**config.mk**
```make
export PLATFORM = sky130hd
export DESIGN_NAME = mem_wb_stage
export DESIGN_NICKNAME = d
export VERILOG_FILES = /design/src/rtl/mem_wb_stage.sv
export SDC_FILE = /design/constraint.sdc
export NUM_CORES = 2
export LEC_CHECK = 0
export ABC_AREA = 0
export CORE_MARGIN = 1.5
export CORE_UTILIZATION = 55
export CTS_CLUSTER_SIZE = 16
export DETAILED_ROUTE_END_ITERATION = 16
export PLACE_DENSITY_LB_ADDON = 0.08
export SLEW_MARGIN = 10
export SYNTH_ARGS = -nofsm -noshare
export SYNTH_HDL_FRONTEND = slang
export SYNTH_SLANG_ARGS = --single-unit
```
**constraint.sdc**
```tcl
create_clock -name clk -period 3.9 [get_ports clk]
set_input_delay 0.78 -clock clk [delete_from_list [all_inputs] [get_ports clk]]
set_output_delay 0.78 -clock clk [all_outputs]
set_load 0.02 [all_outputs]
```
**src/rtl/mem_wb_stage.sv**
```systemverilog
// -----------------------------------------------------------------------------
// mem_wb_stage
//
// Memory and writeback half of the RV32I pipeline. Holds the word-addressed
// data memory, a load-latency FSM that holds a load in M for MEM_LATENCY extra
// cycles (raising StallMemM), the M->W pipeline register and the ResultW
// select mux.
//
// Parameters
//   DEPTH_WORDS  data memory size in 32-bit words (power of two)
//   MEM_LATENCY  extra stall cycles per load, 0..15 (0 = no stall)
//   INIT_FILE    name of a hex image; memory contents are undefined until
//                written
//
// Ports
//   clk          clock, all state on the rising edge
//   reset        synchronous, active-high
//   ALUResultM   address / ALU result from M stage
//   WriteDataM   store data
//   MemWriteM    store enable
//   ResultSrcM   00 ALU, 01 load data, 10 PC+4, 11 reserved
//   RegWriteM    register write enable
//   RdM          destination register
//   PCPlus4M     link value
//   StallMemM    stall request; M inputs must stay stable while high
//   ResultW      writeback value
//   RdW          writeback destination
//   RegWriteW    writeback enable
//   ReadDataW    registered load data
// -----------------------------------------------------------------------------
module mem_wb_stage #(
    parameter int DEPTH_WORDS = 64,
    parameter int MEM_LATENCY = 2,
    parameter     INIT_FILE   = "dmem.hex"
) (
    input  logic        clk,
    input  logic        reset,
    input  logic [31:0] ALUResultM,
    input  logic [31:0] WriteDataM,
    input  logic        MemWriteM,
    input  logic [1:0]  ResultSrcM,
    input  logic        RegWriteM,
    input  logic [4:0]  RdM,
    input  logic [31:0] PCPlus4M,
    output logic        StallMemM,
    output logic [31:0] ResultW,
    output logic [4:0]  RdW,
    output logic        RegWriteW,
    output logic [31:0] ReadDataW
);

    localparam int         IDX_W = $clog2(DEPTH_WORDS);
    localparam logic [3:0] LAT_C = 4'(MEM_LATENCY);

    typedef enum logic {S_IDLE, S_WAIT} state_t;

    state_t      state_q;
    logic [3:0]  cnt_q;

    logic [31:0] mem [DEPTH_WORDS];

    logic [IDX_W-1:0] idx;
    logic             load_m;
    logic             stall;
    logic [31:0]      rd_data;

    // W-stage register, next-state and current
    logic        regwrite_d, regwrite_q;
    logic [4:0]  rd_d, rd_q;
    logic [1:0]  src_d, src_q;
    logic [31:0] alu_d, alu_q;
    logic [31:0] pc4_d, pc4_q;
    logic [31:0] rdata_d, rdata_q;

    // Byte offset bits are dropped; upper address bits beyond the array wrap.
    assign idx     = ALUResultM[IDX_W+1:2];
    assign load_m  = (ResultSrcM == 2'b01) && RegWriteM;
    // The load is released in the cycle the counter reaches the latency;
    // with zero latency the counter sits at 0 and never stalls.
    assign stall   = !reset && load_m && (cnt_q != LAT_C);
    assign rd_data = mem[idx];

    // Keeps the image-name parameter referenced.
    localparam int unused_init_file_bits = $bits(INIT_FILE);

    // Stores commit only on the edge where the instruction leaves M.
    always_ff @(posedge clk) begin
        if (!reset && MemWriteM && !stall) begin
            mem[idx] <= WriteDataM;
        end
    end

    // Load-latency FSM
    always_ff @(posedge clk) begin
        if (reset) begin
            state_q <= S_IDLE;
            cnt_q   <= 4'd0;
        end else begin
            case (state_q)
                S_IDLE: begin
                    if (load_m && (MEM_LATENCY > 0)) begin
                        state_q <= S_WAIT;
                        cnt_q   <= 4'd1;
                    end
                end
                S_WAIT: begin
                    if (cnt_q == LAT_C) begin
                        state_q <= S_IDLE;
                        cnt_q   <= 4'd0;
                    end else begin
                        cnt_q <= cnt_q + 4'd1;
                    end
                end
                default: begin
                    state_q <= S_IDLE;
                    cnt_q   <= 4'd0;
                end
            endcase
        end
    end

    // A stalled M stage feeds a bubble into W.
    always_comb begin
        regwrite_d = RegWriteM;
        rd_d       = RdM;
        src_d      = ResultSrcM;
        alu_d      = ALUResultM;
        pc4_d      = PCPlus4M;
        rdata_d    = rd_data;
        if (stall) begin
            regwrite_d = 1'b0;
            rd_d       = 5'd0;
            src_d      = 2'b00;
            alu_d      = 32'd0;
            pc4_d      = 32'd0;
            rdata_d    = 32'd0;
        end
    end

    always_ff @(posedge clk) begin
        if (reset) begin
            regwrite_q <= 1'b0;
            rd_q       <= 5'd0;
            src_q      <= 2'b00;
            alu_q      <= 32'd0;
            pc4_q      <= 32'd0;
            rdata_q    <= 32'd0;
        end else begin
            regwrite_q <= regwrite_d;
            rd_q       <= rd_d;
            src_q      <= src_d;
            alu_q      <= alu_d;
            pc4_q      <= pc4_d;
            rdata_q    <= rdata_d;
        end
    end

    always_comb begin
        case (src_q)
            2'b00:   ResultW = alu_q;
            2'b01:   ResultW = rdata_q;
            2'b10:   ResultW = pc4_q;
            default: ResultW = 32'd0;
        endcase
    end

    assign StallMemM = stall;
    assign RdW       = rd_q;
    assign RegWriteW = regwrite_q;
    assign ReadDataW = rdata_q;

endmodule

```
==> flow_summary.yaml <==
yosys:
  distinct_cell_type_count_of_the_synthesized_netlist: 48
  netlist_area_sq_mm: 0.0804
  syn-instance-count: 3997
  edff_count_synth: 2048
  synth-seq-area-share: 0.792
  synth-seq-cells: 2157
  syn_nets: 4106
  syn_area_per_cell_sq_um: 20.1
  synth_warnings: 0
  synth-async-reset-ratio: 0
  synth-main-ff-cell: "edfxtp_1"
clock_network:
  worst_skew_pair.late_latency_ns: 0.84
  ctsHtreeMaxLevel: 4
  post_cts_setup_bufs: 0
  ctsRootBufferMaster: "clkbuf_16"
  clk_pin_slew_worst_paths_ns: 0.06
  tritoncts_clock_tree: "built"
  clockBufferDepth: 3
  clock-sinks: 2157
  tritoncts.num_buffers: 210
critical_path:
  critical_path.endpoint_type: "output pin"
  worstPathArrival_ns: 2.98
  timing.rr.start: "cnt_q[1]"
  critPathMaxStageDelay_ns: 0.63
  timing.critical_path.fanout_max: 27
  criticalPathCategory: "flip-flop to output pin"
  r2r_slack_ns: 0.99
  timing.critical_path.required_ns: 3.12
  path_buf_inv: 2
  critical_path.reg2reg.endpoint: "mem[15][15]"
  cp-start-kind: "flip-flop"
  timing.critical_path.cells: "nor2b_2 > buf_4 > nand2_1 > o21ai_0 > clkdlybuf4s50_1"
  reg2reg_depth: 8
  cpLargestDelayFamily: "buffers and inverters"
  cp_slowest_cell: "clkdlybuf4s50_1"
floorplan:
  floorplan.core_area_sq_mm: 0.145
  die-width_um: 385
  io_pins: 178
  row_cnt: 140
  initial_utilization: 0.553
  die_area_sq_mm: 0.149
  floorplan.die.height_um: 385
power_and_ir_drop:
  power.leakage_nw: 29.4
  p_sw_w: 0.0103
  ir_worst_vdd_v: 0.000340
  share_comb_of_total_power: 0.058
  sw_frac_of_total: 0.216
  power.clock.fraction: 0.405
  power-per-cell-area_mw_per_mm2: 509
  power.internal_w: 0.0373
  power.sequential.fraction: 0.537
grt:
  gr-total-overflow: 0
  grt_pass1_wl_um: 309000
  number_of_global_route_vias_before_repair: 41400
  track_usage: 0.297
  antenna_violations_before_repair: 5
  grt_max_degree: 107
timing:
  report.final.hold_viol_count: 0
  final.hold.worst_slack_ns: 0.255
  timing.clock.skew_ns: 0.0302
  clock.fmax_ghz: 0.266
  max_slew_margin: 0.223
  fin_ws_ns: 0.138
  final_period_minus_worst_setup_slack_ns: 3.76
  period_share: 0.965
  unrepaired_setup_endpoints_after_global_routing: "no"
  tightestPinTransition_ns: 1.16
  finalMaxSlewViolations: 0
  setup_viol: 0
run:
  maxCapViolCount: 0
worst_hold_path:
  worstHoldStart: "WriteDataM[17]"
  hold_depth: 1
  min_to: "mem[0][17]"
  min-delay-path-class: "input pin to flip-flop"
placement:
  port_buffers: 177
  placement.setup.worst_slack_ns: -0.0792
  post-place-cells: 6115
  rd_place_congestion: 0.866
  dp.final_hpwl_um: 132000
routing:
  antenna_left: 0
  dr.pass1.iters: 6
  detail_route.drc_violations: 0
  vias_per_cell: 6.58
  finalWirelength_um: 220000
  via_total_after_detailed_routing: 42800
  avgRoutedWirePerCell_um: 33.8
  drtIter0Drc: 4857
run_status:
  run_status: "completed"
cells_and_area:
  fillers: 9873
  flow.area_growth_from_synthesis_pct: 16.3
  final_net_count: 4520
  post_layout_nonfiller_instances: 6495
  layout_commonest_cell: "edfxtp_1"
  final_cell_mix: "edfxtp_1 (2048), mux4_2 (278), a221oi_1 (248), buf_4 (228), clkbuf_16 (214)"
  drive_gt1_frac: 0.214
## layer usage
layer  global-route usage  vias up  part of all wire
met5                    0        -          0.000046
met4                0.106        2             0.036
met3               0.0496      313             0.083
met2                0.464     2195              0.47
met1                0.429    22500              0.41
li1                     -    17700                 -
## power by group through the flow
| stage | logic (W) | clock network (W) | registers, W |
|---|---|---|---|
| final | 0.00277 | 0.0193 | 0.0256 |
| after global routing | 0.00291 | 0.0203 | 0.0255 |
| after CTS | 0.00277 | 0.0195 | 0.0256 |
| after detailed placement | 0.00277 | 0 | 0.0260 |
| after global placement | 0.00274 | 0 | 0.0260 |
| after floorplan | 0.00122 | 0 | 0.0260 |
## final cells by class
| class | count | area (sq um) | share of cell area |
|---|---|---|---|
| inverters | 5 | 26.3 | 0.000281 |
| clock buffers | 297 | 5750 | 0.0614 |
| well taps | 1917 | 2400 | 0.0256 |
| diodes | 4 | 10.0 | 0.000107 |
| clock inverters | 78 | 697 | 0.00745 |
| multi-input cells | 1554 | 16100 | 0.172 |
| flip-flops and latches | 2157 | 63700 | 0.681 |
| repair buffers | 483 | 4900 | 0.0524 |
## state kept, by name, summed over array words and instances (netlist names)
signal / cells
pc4_q: 32
state_q: 1
mem: 2048
cnt_q: 4
ReadDataW: 32
src_q: 2
RegWriteW: 1
alu_q: 32
RdW: 5
## worst reg2reg max path: stages, from the launching register on
cell,delay (ns)
dfxtp_1,0.40
ha_1,0.16
or3b_2,0.48
and2_1,0.25
nor2_4,0.29
nand3_1,0.14
buf_4,0.27
nor2_4,0.16
buf_4,0.37
## per-stage QoR
stage / TNS, ns / utilization / instance area (sq um) / power (W)
global placement: -0.0339 / 0.599 / 87100 / 0.0288
detailed placement: -0.128 / 0.599 / 87100 / 0.0288
global route: 0 / 0.643 / 93500 / 0.0488
floorplan: 0 / - / 80400 / 0.0273
CTS: 0 / 0.643 / 93500 / 0.0478
finish: 0 / 0.643 / 93500 / 0.0476
## Yosys cell counts (38+ instances only)
library cell | n | area [sq um]
a221oi_1 | 248 | 2170
mux2i_1 | 177 | 1770
a22oi_1 | 212 | 1590
mux4_2 | 278 | 6260
dfxtp_1 | 109 | 2180
a21oi_1 | 44 | 220
o211ai_1 | 62 | 465
and2_1 | 71 | 444
edfxtp_1 | 2048 | 61500
buf_2 | 88 | 440
clkbuf_1 | 171 | 642
o22ai_1 | 100 | 626
nor2_1 | 139 | 522
o21ai_0 | 38 | 190
## kinds of logic (layout without fill, tap and decap cells)
kind of cell             count (synthesis)  count (layout)  share of synthesized area
AO/OA/AOI/OAI                          786             786                     0.0734
adder cells (fa/ha/maj)                  2               2                   0.000311
buffers and inverters                  286             863                     0.0154
flip-flops                            2157            2157                      0.792
multiplexers                           458             458                      0.100
other                                    0               4                          0
AND/OR/NAND/NOR                        308             308                     0.0189
## worst max-delay path by stage
| stage | startpoint | end | slack, ns | depth (start not counted) |
|---|---|---|---|---|
| 3_3_place_gp | ALUResultM[7] | ReadDataW[18] | -0.03 | 7 |
| 4_1_cts | src_q[0] | ResultW[29] | 0.02 | 5 |
| 3_5_place_dp | ALUResultM[7] | ReadDataW[18] | -0.08 | 7 |
| 5_1_grt | src_q[0] | ResultW[1] | 0.04 | 5 |
| 6_report | src_q[0] | ResultW[1] | 0.14 | 5 |
| 2_1_floorplan | ALUResultM[2] | mem[40][0] | 0.06 | 7 |
## repair_timing
action / 4_1_cts / 5_1_grt
hold buffers: 0 / 0
endpoints found under the setup margin: 0 / 2
hold endpoints to repair: 0 / 0
resized for setup: 0 / 2
(Power assumes the default switching activity.)
